## config.mk

```make
export PLATFORM = sky130hd
export DESIGN_NAME = raster_scheduler_flat
export DESIGN_NICKNAME = d
export VERILOG_FILES = /design/src/rtl/raster_scheduler_if.sv /design/src/rtl/raster_scheduler.sv /design/src/flat_wrapper.sv
export SDC_FILE = /design/constraint.sdc
export NUM_CORES = 1
export LEC_CHECK = 0
export ABC_AREA = 1
export CORE_MARGIN = 8
export CORE_UTILIZATION = 35
export DETAILED_ROUTE_END_ITERATION = 10
export PLACE_DENSITY = 0.68
export SYNTH_ARGS = -nofsm -noshare
export SYNTH_HDL_FRONTEND = slang
export SYNTH_SLANG_ARGS = --single-unit
export TNS_END_PERCENT = 10
```

## constraint.sdc

```tcl
create_clock -name clk -period 1.5 [get_ports clk]
set_input_delay 0.3 -clock clk [delete_from_list [all_inputs] [get_ports clk]]
set_output_delay 0.3 -clock clk [all_outputs]
set_load 0.05 [all_outputs]
```

## src/rtl/raster_scheduler_if.sv

```systemverilog
// raster_scheduler_if
// Bundles the tracer-facing pixel request/response signals and the
// display-facing valid/ready pixel stream of the raster scheduler.
// master: the scheduler. slave: the tracer plus display side seen from outside.
interface raster_scheduler_if;
    // Request to the tracer
    logic [9:0] pixel_x;
    logic [9:0] pixel_y;
    logic       pixel_valid;
    // Response from the tracer
    logic       trace_done;
    logic [7:0] rgb_r;
    logic [7:0] rgb_g;
    logic [7:0] rgb_b;
    // Output pixel stream
    logic       out_valid;
    logic       out_ready;
    logic [5:0] out_rgb;
    logic [9:0] out_x;
    logic [9:0] out_y;
    logic       out_last;

    modport master (
        output pixel_x, pixel_y, pixel_valid,
        input  trace_done, rgb_r, rgb_g, rgb_b,
        output out_valid, out_rgb, out_x, out_y, out_last,
        input  out_ready
    );

    modport slave (
        input  pixel_x, pixel_y, pixel_valid,
        output trace_done, rgb_r, rgb_g, rgb_b,
        input  out_valid, out_rgb, out_x, out_y, out_last,
        output out_ready
    );
endinterface

```

## src/rtl/raster_scheduler.sv

```systemverilog
// raster_scheduler
// Walks an H_RES x V_RES raster, issues one start strobe per pixel to the
// ray-tracing core, waits for its colour (or substitutes magenta after a
// per-pixel watchdog expires), quantises the colour to RGB222 and hands it
// to the display side over a valid/ready handshake.
// Optional feature: define RASTER_DITHER_EN to apply a 2x2 ordered dither
// ahead of quantisation; when undefined the colour is simply truncated.
module raster_scheduler #(
    parameter int H_RES   = 320,
    parameter int V_RES   = 240,
    parameter int TIMEOUT = 63
) (
    input  logic                      clk,
    input  logic                      rst_n,
    input  logic                      frame_start_i,
    raster_scheduler_if.master        bus,
    output logic                      frame_busy_o,
    output logic                      frame_done_o,
    output logic [7:0]                timeout_count_o
);

    typedef enum logic [1:0] {
        ST_IDLE  = 2'd0,
        ST_ISSUE = 2'd1,
        ST_WAIT  = 2'd2,
        ST_EMIT  = 2'd3
    } state_t;

    localparam logic [9:0] X_LAST    = 10'(H_RES - 1);
    localparam logic [9:0] Y_LAST    = 10'(V_RES - 1);
    localparam logic [7:0] WAIT_LAST = 8'(TIMEOUT - 1);

    // Fallback colour used when the tracer never answers
    localparam logic [7:0] FB_R = 8'd255;
    localparam logic [7:0] FB_G = 8'd0;
    localparam logic [7:0] FB_B = 8'd255;

`ifdef RASTER_DITHER_EN
    // 2x2 ordered-dither threshold selected by the pixel's position parity
    function automatic logic [7:0] dither_offset(input logic y_lsb, input logic x_lsb);
        logic [7:0] off;
        case ({y_lsb, x_lsb})
            2'b00:   off = 8'd0;
            2'b01:   off = 8'd32;
            2'b10:   off = 8'd48;
            2'b11:   off = 8'd16;
            default: off = 8'd0;
        endcase
        return off;
    endfunction

    // Saturating add of the dither offset, then keep the two MSBs
    function automatic logic [1:0] quantise(input logic [7:0] c, input logic [7:0] off);
        logic [8:0] sum;
        sum = {1'b0, c} + {1'b0, off};
        if (sum[8]) begin
            return 2'b11;
        end else begin
            return 2'(sum[7:0] >> 3'd6);
        end
    endfunction
`else
    // Plain truncation to the two MSBs
    function automatic logic [1:0] quantise(input logic [7:0] c);
        return 2'(c >> 3'd6);
    endfunction
`endif

    state_t     state_q;
    logic [9:0] x_q;
    logic [9:0] y_q;
    logic [7:0] wait_cnt_q;
    logic       pixel_valid_q;
    logic       out_valid_q;
    logic [5:0] out_rgb_q;
    logic [9:0] out_x_q;
    logic [9:0] out_y_q;
    logic       out_last_q;
    logic       frame_busy_q;
    logic       frame_done_q;
    logic [7:0] timeout_count_q;

    logic [7:0] src_r_s;
    logic [7:0] src_g_s;
    logic [7:0] src_b_s;
    logic [5:0] out_rgb_d;

    // Select tracer colour or fallback and quantise it for the current pixel
    always_comb begin
        src_r_s = FB_R;
        src_g_s = FB_G;
        src_b_s = FB_B;
        if (bus.trace_done) begin
            src_r_s = bus.rgb_r;
            src_g_s = bus.rgb_g;
            src_b_s = bus.rgb_b;
        end else begin
            src_r_s = FB_R;
            src_g_s = FB_G;
            src_b_s = FB_B;
        end
`ifdef RASTER_DITHER_EN
        out_rgb_d = {quantise(src_r_s, dither_offset(y_q[0], x_q[0])),
                     quantise(src_g_s, dither_offset(y_q[0], x_q[0])),
                     quantise(src_b_s, dither_offset(y_q[0], x_q[0]))};
`else
        out_rgb_d = {quantise(src_r_s), quantise(src_g_s), quantise(src_b_s)};
`endif
    end

    // Frame sequencer: raster walk, tracer handshake, watchdog and output stream
    always_ff @(posedge clk or negedge rst_n) begin
        if (!rst_n) begin
            state_q         <= ST_IDLE;
            x_q             <= 10'd0;
            y_q             <= 10'd0;
            wait_cnt_q      <= 8'd0;
            pixel_valid_q   <= 1'b0;
            out_valid_q     <= 1'b0;
            out_rgb_q       <= 6'd0;
            out_x_q         <= 10'd0;
            out_y_q         <= 10'd0;
            out_last_q      <= 1'b0;
            frame_busy_q    <= 1'b0;
            frame_done_q    <= 1'b0;
            timeout_count_q <= 8'd0;
        end else begin
            frame_done_q <= 1'b0;
            case (state_q)
                ST_IDLE: begin
                    if (frame_start_i) begin
                        x_q             <= 10'd0;
                        y_q             <= 10'd0;
                        timeout_count_q <= 8'd0;
                        pixel_valid_q   <= 1'b1;
                        frame_busy_q    <= 1'b1;
                        state_q         <= ST_ISSUE;
                    end
                end
                ST_ISSUE: begin
                    pixel_valid_q <= 1'b0;
                    wait_cnt_q    <= 8'd0;
                    state_q       <= ST_WAIT;
                end
                ST_WAIT: begin
                    if (bus.trace_done || (wait_cnt_q == WAIT_LAST)) begin
                        out_rgb_q   <= out_rgb_d;
                        out_x_q     <= x_q;
                        out_y_q     <= y_q;
                        out_last_q  <= (x_q == X_LAST) && (y_q == Y_LAST);
                        out_valid_q <= 1'b1;
                        state_q     <= ST_EMIT;
                        // A late answer on the watchdog cycle still counts as an answer
                        if (!bus.trace_done && (timeout_count_q != 8'd255)) begin
                            timeout_count_q <= timeout_count_q + 8'd1;
                        end
                    end else begin
                        wait_cnt_q <= wait_cnt_q + 8'd1;
                    end
                end
                ST_EMIT: begin
                    if (bus.out_ready) begin
                        out_valid_q <= 1'b0;
                        if ((x_q == X_LAST) && (y_q == Y_LAST)) begin
                            frame_done_q <= 1'b1;
                            frame_busy_q <= 1'b0;
                            state_q      <= ST_IDLE;
                        end else begin
                            if (x_q == X_LAST) begin
                                x_q <= 10'd0;
                                y_q <= y_q + 10'd1;
                            end else begin
                                x_q <= x_q + 10'd1;
                            end
                            pixel_valid_q <= 1'b1;
                            state_q       <= ST_ISSUE;
                        end
                    end
                end
                default: begin
                    pixel_valid_q <= 1'b0;
                    out_valid_q   <= 1'b0;
                    frame_busy_q  <= 1'b0;
                    state_q       <= ST_IDLE;
                end
            endcase
        end
    end

    assign bus.pixel_x      = x_q;
    assign bus.pixel_y      = y_q;
    assign bus.pixel_valid  = pixel_valid_q;
    assign bus.out_valid    = out_valid_q;
    assign bus.out_rgb      = out_rgb_q;
    assign bus.out_x        = out_x_q;
    assign bus.out_y        = out_y_q;
    assign bus.out_last     = out_last_q;
    assign frame_busy_o     = frame_busy_q;
    assign frame_done_o     = frame_done_q;
    assign timeout_count_o  = timeout_count_q;

endmodule

```

## src/flat_wrapper.sv

```systemverilog
// flat-port wrapper written by rule: the top's interface ports become plain ports
module raster_scheduler_flat 
#(
    parameter int H_RES   = 320,
    parameter int V_RES   = 240,
    parameter int TIMEOUT = 63
)
  (clk, rst_n, frame_start_i, frame_busy_o, frame_done_o, timeout_count_o, bus_pixel_x, bus_pixel_y, bus_pixel_valid, bus_trace_done, bus_rgb_r, bus_rgb_g, bus_rgb_b, bus_out_valid, bus_out_rgb, bus_out_x, bus_out_y, bus_out_last, bus_out_ready);
  raster_scheduler_if bus_i ();
  input  logic clk;
  input  logic rst_n;
  input  logic frame_start_i;
  output logic frame_busy_o;
  output logic frame_done_o;
  output logic [7:0] timeout_count_o;
  output wire logic [$bits(bus_i.pixel_x)-1:0] bus_pixel_x;
  output wire logic [$bits(bus_i.pixel_y)-1:0] bus_pixel_y;
  output wire logic [$bits(bus_i.pixel_valid)-1:0] bus_pixel_valid;
  input wire logic [$bits(bus_i.trace_done)-1:0] bus_trace_done;
  input wire logic [$bits(bus_i.rgb_r)-1:0] bus_rgb_r;
  input wire logic [$bits(bus_i.rgb_g)-1:0] bus_rgb_g;
  input wire logic [$bits(bus_i.rgb_b)-1:0] bus_rgb_b;
  output wire logic [$bits(bus_i.out_valid)-1:0] bus_out_valid;
  output wire logic [$bits(bus_i.out_rgb)-1:0] bus_out_rgb;
  output wire logic [$bits(bus_i.out_x)-1:0] bus_out_x;
  output wire logic [$bits(bus_i.out_y)-1:0] bus_out_y;
  output wire logic [$bits(bus_i.out_last)-1:0] bus_out_last;
  input wire logic [$bits(bus_i.out_ready)-1:0] bus_out_ready;
  assign bus_pixel_x = bus_i.pixel_x;
  assign bus_pixel_y = bus_i.pixel_y;
  assign bus_pixel_valid = bus_i.pixel_valid;
  assign bus_i.trace_done = bus_trace_done;
  assign bus_i.rgb_r = bus_rgb_r;
  assign bus_i.rgb_g = bus_rgb_g;
  assign bus_i.rgb_b = bus_rgb_b;
  assign bus_out_valid = bus_i.out_valid;
  assign bus_out_rgb = bus_i.out_rgb;
  assign bus_out_x = bus_i.out_x;
  assign bus_out_y = bus_i.out_y;
  assign bus_out_last = bus_i.out_last;
  assign bus_i.out_ready = bus_out_ready;
  raster_scheduler #(.H_RES(H_RES), .V_RES(V_RES), .TIMEOUT(TIMEOUT)) u_core (.clk(clk), .rst_n(rst_n), .frame_start_i(frame_start_i), .bus(bus_i), .frame_busy_o(frame_busy_o), .frame_done_o(frame_done_o), .timeout_count_o(timeout_count_o));
endmodule
```

# After elaboration in Yosys (flattened, before gate mapping)
# Cells that the tools add are included.
[word_totals]
regBits = 69
latchBits = 0
ramBits = 0
romBits = 0
input_bits = 29
output_inout_bits = 59
n_memories = 0
[op_classes]
addsub = 4
n_mul = 0
div = 0
order_cmp = 0
eq_ne = 15
shift = 0
mux = 36
bitwise = 0
reduce_logical = 19
[ops]
columns = ["cell", "count"]
rows = [
  ["$mux W10", 7],
  ["$mux W8", 7],
  ["$pmux W10 S2", 2],
  ["$pmux W8 S2", 2],
  ["$add A10 B1 Y10 const B", 2],
  ["$add A8 B1 Y8 const B", 2],
  ["$reduce_and A4 Y1", 4],
  ["$mux W1", 11],
  ["$eq A10 B8 Y1 const B", 1],
  ["$eq A10 B9 Y1 const B", 1],
  ["$eq A8 B6 Y1 const B", 1],
  ["$ne A2 B1 Y1 const B", 4],
  ["$ne A2 B2 Y1 const B", 4],
  ["$ne A8 B8 Y1 const B", 1],
  ["$pmux W2 S4", 1],
  ["$reduce_bool A2 Y1", 4],
  ["$mux W2", 3],
  ["$reduce_and A3 Y1", 2],
  ["$reduce_and A5 Y1", 1],
  ["$eq A2 B2 Y1 const B", 2],
  ["$pmux W1 S2", 2],
  ["$reduce_and A2 Y1", 2],
  ["$pmux W1 S3", 1],
  ["$reduce_bool A3 Y1", 1],
  ["5 further kinds", 6],
]

# Logic depth before layout (Yosys ltp)
# Gate-level depths: netlist of run 1.
[logic_depth]
ltp_word = 5
depth_mapped = 10
mapped_depth_nobuf = 10

# Least setup slack after synthesis of run 1
# Ideal clock, no wire load.
[synth_timing]
path_type = "register to register"
from = "reg u_core.x_q[0] (netlist: u_core.bus.pixel_x[0])"
to = "reg u_core.x_q[5] (netlist: u_core.bus.pixel_x[5])"
arrival_ns = 1.915
required_ns = 1.426
setup_slack_ns = -0.490
path_stages_with_launch = 11
path_buffers = 1
period_less_slack_ns = 1.990
path_cell_list = "dfrtp_1 > ha_1 > nand2_4 > nor2_4 > nand2_2 > nor2_4 > nand3_4 > nand2_4 > buf_12 > nand2_1 > o21ai_2"
[synth_via]
elab_chain_cells = 5
[synth_lines]
columns = ["item", "line_no", "rtl"]
rows = [
  ["start, declared", "raster_scheduler.sv:70", "logic [9:0] x_q;"],
  ["start signal, assigned", "raster_scheduler.sv:173", "x_q <= x_q + 10'd1;"],
  ["$add A10 B1 Y10 / $eq A10 B9 Y1 (equally long branches)", "raster_scheduler.sv:173, raster_scheduler.sv:164, raster_scheduler.sv:169", ""],
  ["$mux W10", "raster_scheduler.sv:169", "if (x_q == X_LAST) begin"],
  ["$mux W10", "raster_scheduler.sv:164", "if ((x_q == X_LAST) && (y_q == Y_LAST)) begin"],
  ["$mux W10", "raster_scheduler.sv:162", "if (bus.out_ready) begin"],
  ["$pmux W10 S2", "raster_scheduler.sv:129", "case (state_q)"],
]
# Several ways; a longest one is shown, not always the timed one. The select of a mux whose other input is x is not followed.
# A chain may end at the register's enable or synchronous reset.

# Worst setup path after layout of run 1
[layout_timing]
from = "reg u_core.x_q[1] (netlist: u_core.bus.pixel_x[1])"
to = "reg u_core.x_q[2] (netlist: u_core.bus.pixel_x[2])"
# Same word-level chain as after synthesis.

==> results of run 1 <==
## registers in the layout, summed over array words and instances, names as in the netlist
signal,flops
u_core.bus.out_x,10
u_core.bus.out_y,10
u_core.bus.pixel_x,10
u_core.bus.pixel_y,10
u_core.timeout_count_o,8
u_core.wait_cnt_q,8
u_core.bus.out_rgb,6
u_core.state_q,2
u_core.bus.out_last,1
u_core.bus.out_valid,1
u_core.bus.pixel_valid,1
u_core.frame_busy_o,1
u_core.frame_done_o,1
## power groups by stage
stage / clock network [mW] / registers (mW) / logic, mW
finish: 1.40 / 2.32 / 4.45
global route: 1.51 / 2.34 / 4.74
CTS: 1.42 / 2.31 / 4.06
detailed placement: 0 / 2.33 / 3.76
global placement: 0 / 2.32 / 3.66
floorplan: 0 / 2.84 / 1.54
## critical path: cells and delay by family (launching register included)
kind / cells / cell delay [ps]
flip-flops: 1 / 390
AND/OR/NAND/NOR: 7 / 890
AO/OA/AOI/OAI: 1 / 70
adder cells (fa/ha/maj): 1 / 150
## cells by family (layout without fill, tap and decap cells)
kind of cell               Yosys count  count (layout)  synth area share [%]
AOI/OAI and AO/OA                   50              50                  8.15
xor gates and xnor gates             9               9                  2.16
adders and majority gates            9               9                  3.08
buffers and inverters               57             213                  7.16
DFF                                 69              69                  47.3
and+or+nand+nor                    258             262                  32.2
## cell usage after synthesis (2+ instances only)
library cell	count
sky130_fd_sc_hd__xnor2_1	2
sky130_fd_sc_hd__clkinv_1	3
sky130_fd_sc_hd__nand2_2	7
sky130_fd_sc_hd__nand2_4	2
sky130_fd_sc_hd__nor3_1	2
sky130_fd_sc_hd__ha_1	9
sky130_fd_sc_hd__inv_2	3
sky130_fd_sc_hd__nor2_1	30
sky130_fd_sc_hd__xor2_1	7
sky130_fd_sc_hd__or2_2	2
sky130_fd_sc_hd__o21ai_0	31
sky130_fd_sc_hd__nand3_1	31
sky130_fd_sc_hd__o21ai_2	5
sky130_fd_sc_hd__o21ai_1	5
sky130_fd_sc_hd__buf_6	3
sky130_fd_sc_hd__nand3_4	2
sky130_fd_sc_hd__nand2_1	153
sky130_fd_sc_hd__inv_1	40
sky130_fd_sc_hd__o22a_1	4
sky130_fd_sc_hd__clkbuf_1	2
sky130_fd_sc_hd__buf_2	4
sky130_fd_sc_hd__nand4_1	18
sky130_fd_sc_hd__a22o_1	2
sky130_fd_sc_hd__nor2_4	4
sky130_fd_sc_hd__dfrtp_1	69
sky130_fd_sc_hd__nor2_2	3
sky130_fd_sc_hd__nand3b_1	2
## what timing repair did
| item | in CTS | in global routing |
|---|---|---|
| hold buffers | 1 | 0 |
| hold endpoints to repair | 69 | 0 |
| buffers inserted | 5 | 7 |
| setup endpoints to repair | 56 | 69 |
| resized for setup | 24 | 34 |
| pin swaps | 12 | 13 |
| cloned | 2 | 2 |
## area by class of cell
type                    count  area (um^2)  area share, %
repair buffers            151         1920           31.5
inverters                  46          176           2.89
multi-input cells         330         1910           31.4
clock buffers              11          141           2.32
clock inverters             5         36.3          0.595
well taps                 136          170           2.79
flip-flops and latches     69         1740           28.6
## final timing paths
kind / slack (ps) / startpoint / endpoint / cells after the start
min in group clk: 540 / u_core.bus.out_y[1] / u_core.bus.out_y[1] / 2
max reg2reg: -90 / u_core.bus.pixel_x[1] / u_core.bus.pixel_x[2] / 9
min: 500 / rst_n / u_core.wait_cnt_q[4] / 3
min reg2reg: 540 / u_core.bus.out_y[1] / u_core.bus.out_y[1] / 2
max: -90 / u_core.bus.pixel_x[1] / u_core.bus.pixel_x[2] / 9
max in group asynchronous: 670 / rst_n / u_core.bus.pixel_y[2] / 3
## through the flow
| stage | total power [mW] | setup WS, ps | hold slack [ps] | instances | utilization (%) |
|---|---|---|---|---|---|
| final | 8.17 | -90.7 | 495 | 748 | 59.6 |
| after global routing | 8.59 | -157 | 525 | 748 | 59.6 |
| after CTS | 7.80 | -45.3 | 504 | 739 | 57.7 |
| after detailed placement | 6.09 | -199 | 357 | 715 | 54.6 |
| after global placement | 5.98 | -158 | 354 | 715 | 54.6 |
| after floorplan | 4.38 | -204 | 4.41 | 452 | - |
## routing by layer
layer / wire [um] / part of all wire (%) / vias up
met5: 0 / 0 / -
met2: 5490 / 50 / 101
met4: 255 / 2.3 / 0
li1: - / - / 1778
met1: 4670 / 43 / 1772
met3: 471 / 4.3 / 20
==> results.txt, run 1 <==
----------------------------------------------------
[STA]
  Worst setup margin ... -90.7 ps
  Hold violation total from the final report ... 0
  Worst-case clock skew ... around 10 ps
  Least-Margin Pin Slew ... 383 ps
  Unrepaired setup endpoints after global routing ... true
  Number of pins exceeding their max-slew limit in the final report ... 0
  Worst rel slew slack ... between 70% and 80%
  Setup TNS ... -909 ps
  Setup-failing EPs final ... 22
  Max frequency ... 0.629 GHz
  Period Utilization, post-route ... 106%
  Min cycle time layout ... 1590 ps

[Power]
  Part of the total power dissipated in sequential elements ... between 20 and 30%
  Net switching fraction of the power ... 42.7%
  Comb power frac ... around 55%
  Switch Pwr ... around 3.5 mW
  Peak supply drop ... about 1.4 mV
  Clk pwr share ... 17.2%
  Power per cell area ... 1340 nW/um^2
  Total leakage power ... 2.80 nW
  Internal portion of total power ... 4.68 mW

[Outcome]
  Outcome ... complete, but fails checks
  Violated checks ... negative setup slack

[Clock network]
  Clock tree from TritonCTS ... built
  Clock latency at the later pin of the worst-skew pair ... 350 ps
  CTS clk-pin slew, worst paths ... roughly 80 ps
  H-tree level count ... 3
  Clock tree buffer depth ... 2
  TritonCTS Sinks ... approximately 70
  Number of clock buffers inserted by TritonCTS ... 9
  Root Buffer Master ... sky130_fd_sc_hd__clkbuf_8

[Global route]
  GRT met3 Usage ... 3.43%
  Initial antenna violation count ... 0
  M1 GR Usage ... 18.3%
  Sum of overflow across all layers after global routing ... 0
  Largest net degree at the start of global routing ... 70
  Met2 Resource Use GR ... 26.0%
  Overall routing resource usage ... between 15 and 20%
  Number of global-route vias before repair ... roughly 3.8k
  Most utilized layer in the global route result ... met2
  Global-route wire length before repair ... ~18000 um

[Detailed routing]
  Post-detailed-route wirelength per cell ... between 10 and 15 um
  Sum of routed wire length over all layers ... around 11000 um
  Post-route DRC ... 0
  Antenna viol nets, final ... 0
  Routed via count divided by cell count ... 4.91
  Vias ... around 3.7k
  Pre-Repair DR Iteration Count ... 5
  First DRT Iteration DRCs ... between 100 and 150

[Critical path]
  Type of the worst setup path ... flip-flop to flip-flop
  Critical-path cell with the highest stage delay ... sky130_fd_sc_hd__dfrtp_2
  Kind of start point of the critical path ... flip-flop
  Required @ worst endpoint ... approximately 1800 ps
  Worst path max stage delay ... just under 400 ps
  Kind of capture point of the worst setup path ... flip-flop
  CP Cell Sequence ... ha_4, nand2_4, nor2_4, nand2_2, nor2_4, nand3_4, nand2_4, nand2_1, o21ai_0
  Worst path arrival time ... 1850 ps
  Critical path peak fanout ... 8

[Synth]
  Most used flip-flop cell after synthesis ... sky130_fd_sc_hd__dfrtp_1
  Yosys top cell area share ... a little under half
  Mapped Cells ... approximately 450
  Register bit count reported by yosys ... between 60 and 70
  Distinct cell type count of the synthesized netlist ... 34
  Async SR Flop Fraction ... 100%
  Average instance area after synthesis ... a little over 8 um^2
  Post-Synthesis Net Count ... 490
  Part of the Yosys area used for sequential elements ... 47.3%
  Post-synth top area cell ... sky130_fd_sc_hd__dfrtp_1
  Netlist area before placement ... about 3700 um^2
  Number of enable-type register cells in the synthesized netlist ... 0
  Warning count from the yosys run ... 0
  Largest cells by area after synthesis ... sky130_fd_sc_hd__dfrtp_1 47%, sky130_fd_sc_hd__nand2_1 16%, sky130_fd_sc_hd__nand3_1 4.2%

[Hold path]
  Worst hold-check path type ... input pin to async pin

[Die]
  Std-Cell Rows ... 37
  Die Span Y ... between 100 and 150 um
  Die W ... around 120 um
  Initial core utilization ... between 30 and 40%
  Die Area ... between 10000 and 15000 um^2
  Core area ... between 10000 and 15000 um^2
  Top-level port count ... a little under 90

[Cells and area]
  Area growth, synth to finish ... 66.9%
  Final Instance Area ... 6100 um^2
  Nets ... 645
  Diodes inserted ... 0
  Share of post-route cells with drive strength above 1 ... about two fifths
  Leading cell type in the layout, fill and taps excluded ... sky130_fd_sc_hd__nand2_1
  Most frequent cells in the layout ... 142 x sky130_fd_sc_hd__nand2_1, 77 x sky130_fd_sc_hd__buf_4, 60 x sky130_fd_sc_hd__buf_12
  Fill cells ... around 820

[Flow run]
  Max-cap violations ... 0

[Placed design]
  GPL Wtd Cong ... approximately 0.9
  Post-DP Area ... 5590 um^2
  Total of buffers placed on input and output ports ... 69
  DPL Wire Length ... roughly 7600 um

----------------------------------------------------
Note: power is estimated with default switching activity, not from simulation.
==> inputs of run 2 (changes only) <==
--- a/config.mk
+++ b/config.mk
@@ -6,10 +6,10 @@
 export NUM_CORES = 1
 export LEC_CHECK = 0
 export ABC_AREA = 1
-export CORE_MARGIN = 8
 export CORE_UTILIZATION = 35
 export DETAILED_ROUTE_END_ITERATION = 10
 export PLACE_DENSITY = 0.68
+export SLEW_MARGIN = 10
 export SYNTH_ARGS = -nofsm -noshare
 export SYNTH_HDL_FRONTEND = slang
 export SYNTH_SLANG_ARGS = --single-unit
==> run 2 against run 1 <==
Against the previous run:
- the flow still finishes with violations (negative setup slack)
- first-iteration DRC count is 30% higher
- total power up 5.3%
- cell area up 0.47%
- utilization grew 1.9 points
==> results.txt, run 2 (synthesis results as in run 1) <==
----------------------------------------------------
[Die]
  Die W ... 104 um (-12%)
  Top-level port count ... 88 (unchanged)
  Std-Cell Rows ... 36 (-2.7%)
  Die Span Y ... 104 um (-12%)
  Initial core utilization ... 36.7% (+0.99 points)
  Core area ... 9950 um^2 (-2.7%)
  Die Area ... 10800 um^2 (-22%)

[Power]
  Part of the total power dissipated in sequential elements ... 27.0% (-1.4 points)
  Internal portion of total power ... 5.13 mW (+9.6%)
  Peak supply drop ... 0.919 mV (-35%)
  Total leakage power ... 2.81 nW (+0.34%)
  Net switching fraction of the power ... 40.4% (-2.3 points)
  Switch Pwr ... 3.47 mW (-0.32%)
  Total power draw ... 8.60 mW (+5.3%)
  Comb power frac ... 51.6% (-2.9 points)
  Clk pwr share ... 21.4% (+4.2 points)
  Power per cell area ... 1400 nW/um^2 (+4.9%)

[Detailed routing]
  Pre-Repair DR Iteration Count ... 6 (+1)
  Post-route DRC ... 0 (unchanged)
  Antenna viol nets, final ... 0 (unchanged)
  Vias ... 3629 (-1.1%)
  Routed via count divided by cell count ... 4.92 (+0.33%)
  First DRT Iteration DRCs ... 194 (+30%)
  Post-detailed-route wirelength per cell ... 13.9 um (-4.7%)
  Sum of routed wire length over all layers ... 10200 um (-6.1%)

[Critical path]
  Type of the worst setup path ... flip-flop to flip-flop
  Required @ worst endpoint ... 1790 ps (+30 ps)
  Critical path peak fanout ... 5 (-3)
  Number of cells traversed by the worst register-to-register path ... 9 (unchanged)
  Reg2Reg Capture Point ... u_core.bus.pixel_y[9]
  Setup slack of the most critical reg-to-reg path ... -70 ps (+20 ps)
  Worst path arrival time ... 1860 ps (about the same)
  CP startpoint ... u_core.state_q[1]
  Kind of capture point of the worst setup path ... flip-flop
  Launch point of the worst reg-to-reg path ... u_core.state_q[1]
  Kind of start point of the critical path ... flip-flop

[Hold path]
  Worst hold-check path type ... input pin to async pin

[STA]
  Max frequency ... 0.639 GHz (+1.6%)
  Period Utilization, post-route ... 104% (-1.6 points)
  Hold violation total from the final report ... 0 (unchanged)
  Least-Margin Pin Slew ... 373 ps (-10.2 ps)
  Worst rel slew slack ... 75.2% (+0.68 points)
  Unrepaired setup endpoints after global routing ... true
  Post-route worst hold slack ... 504 ps (+8.63 ps)
  Number of pins exceeding their max-slew limit in the final report ... 0 (unchanged)
  Worst-case clock skew ... 8.14 ps (-2.08 ps)
  Min cycle time layout ... 1570 ps (-24.7 ps)
  Worst setup margin ... -66.0 ps (+24.7 ps)
  Setup-failing EPs final ... 22 (unchanged)

[Placed design]
  Total of buffers placed on input and output ports ... 69 (unchanged)
  Instance count after placement with tap cells included ... 712 (-0.42%)
  Post-DP Area ... 5580 um^2 (about the same)
  GPL Wtd Cong ... 0.869 (-1.6%)
  DPL Wire Length ... 7050 um (-7.8%)

[Clock network]
  H-tree level count ... 3 (unchanged)
  Clock latency at the later pin of the worst-skew pair ... 340 ps (about the same)
  Root Buffer Master ... sky130_fd_sc_hd__clkbuf_8
  Number of clock buffers inserted by TritonCTS ... 9 (unchanged)
  TritonCTS Sinks ... 69 (unchanged)
  Clock tree from TritonCTS ... built
  CTS clk-pin slew, worst paths ... 80 ps (about the same)
  Clock tree buffer depth ... 2 (unchanged)

[Global route]
  Initial antenna violation count ... 0 (unchanged)
  Number of global-route vias before repair ... 3591 (-4.5%)
  Global-route wire length before repair ... 17000 um (-4.6%)
  Sum of overflow across all layers after global routing ... 0 (unchanged)
  Overall routing resource usage ... 19.2% (+3.9 points)
  Largest net degree at the start of global routing ... 70 (unchanged)

[Cells and area]
  Post-layout utilization of the core ... 61.5% (+1.9 points)
  Share of post-route cells with drive strength above 1 ... 38.4% (-0.48 points)
  Most frequent cells in the layout ... 138 x sky130_fd_sc_hd__nand2_1, 63 x sky130_fd_sc_hd__buf_4, 60 x sky130_fd_sc_hd__buf_12
  Final Instance Area ... 6120 um^2 (+0.47%)
  Final standard cell count with taps included and fillers excluded ... 737 (-1.5%)
  Diodes inserted ... 0 (unchanged)
  Area growth, synth to finish ... 67.7%
  Fill cells ... 781 (-5.2%)
  Leading cell type in the layout, fill and taps excluded ... sky130_fd_sc_hd__nand2_1
  Nets ... 637 (-1.2%)

[Outcome]
  Violated checks ... negative setup slack
  Outcome ... complete, but fails checks

[Flow run]
  Max-cap violations ... 0 (unchanged)

----------------------------------------------------
[run 2: cell count changes in the layout (fill, tap and decap cells not counted), moves of 4 or more]
| cell | change |
|---|---|
| sky130_fd_sc_hd__buf_6 | +6 |
| sky130_fd_sc_hd__nand2_1 | -4 |
| sky130_fd_sc_hd__nand2_2 | +6 |
| sky130_fd_sc_hd__buf_4 | -14 |
[run 2: area by class of cell]
cell class | count | area (um^2) | area share, %
multi-input combinational | 330 | 1920 | 31.4
timing repair buffer | 143 | 1880 | 30.7
sequential | 69 | 1740 | 28.4
inverter | 46 | 176 | 2.88
tap | 133 | 166 | 2.72
clock buffer | 10 | 128 | 2.08
clock inverter | 6 | 111 | 1.82
[run 2: timing repair]
| action | 4_1_cts | 5_1_grt |
|---|---|---|
| setup endpoints to repair | 50 | 61 |
| hold endpoints to repair | 63 | 0 |
| setup buffers | 3 | 1 |
| resized for setup | 18 | 52 |
| hold buffers | 1 | 0 |
| pin swaps | 8 | 17 |
| cloned | 3 | 1 |
[run 2: metal layers]
layer	share of wire, %	track usage, %	vias up	wire (um)
met5	0	0	-	0
met4	1.3	6.63	0	131
met3	5.1	4.01	15	518
met2	51	32.5	100	5160
met1	43	24.4	1746	4410
li1	-	-	1768	-
[run 2: stage by stage]
stage,setup TNS (ps),setup WS (ps)
4_1_cts,-759,-71.1
3_5_place_dp,-7930,-253
2_1_floorplan,-4750,-204
3_3_place_gp,-6180,-219
6_report,-785,-66.0
5_1_grt,-3830,-181
[run 2: critical path, cell delays in order, from the launching register on]
cell and delay [ps]:
sky130_fd_sc_hd__dfrtp_2 450, sky130_fd_sc_hd__ha_2 220, sky130_fd_sc_hd__nand2_1 100, sky130_fd_sc_hd__nand2_2 90, sky130_fd_sc_hd__nor2_4 150, sky130_fd_sc_hd__buf_6 140, sky130_fd_sc_hd__nand4_1 130, sky130_fd_sc_hd__clkinv_2 110
sky130_fd_sc_hd__nand2_1 60, sky130_fd_sc_hd__nand2_1 60
[run 2: worst max-delay path by stage]
stage	to	cells after the start
after detailed placement	u_core.bus.pixel_y[2]	9
after global placement	u_core.bus.pixel_y[0]	9
after CTS	u_core.bus.pixel_y[3]	9
final	u_core.bus.pixel_y[9]	9
after global routing	u_core.bus.pixel_y[1]	9
after floorplan	u_core.bus.pixel_y[5]	10
[run 2: power groups by stage]
stage	combinational [mW]	clock (mW)	sequential (mW)
floorplan	1.54	0	2.84
global placement	3.61	0	2.33
detailed placement	3.70	0	2.33
CTS	3.97	1.87	2.30
global route	4.73	1.97	2.36
finish	4.44	1.84	2.33
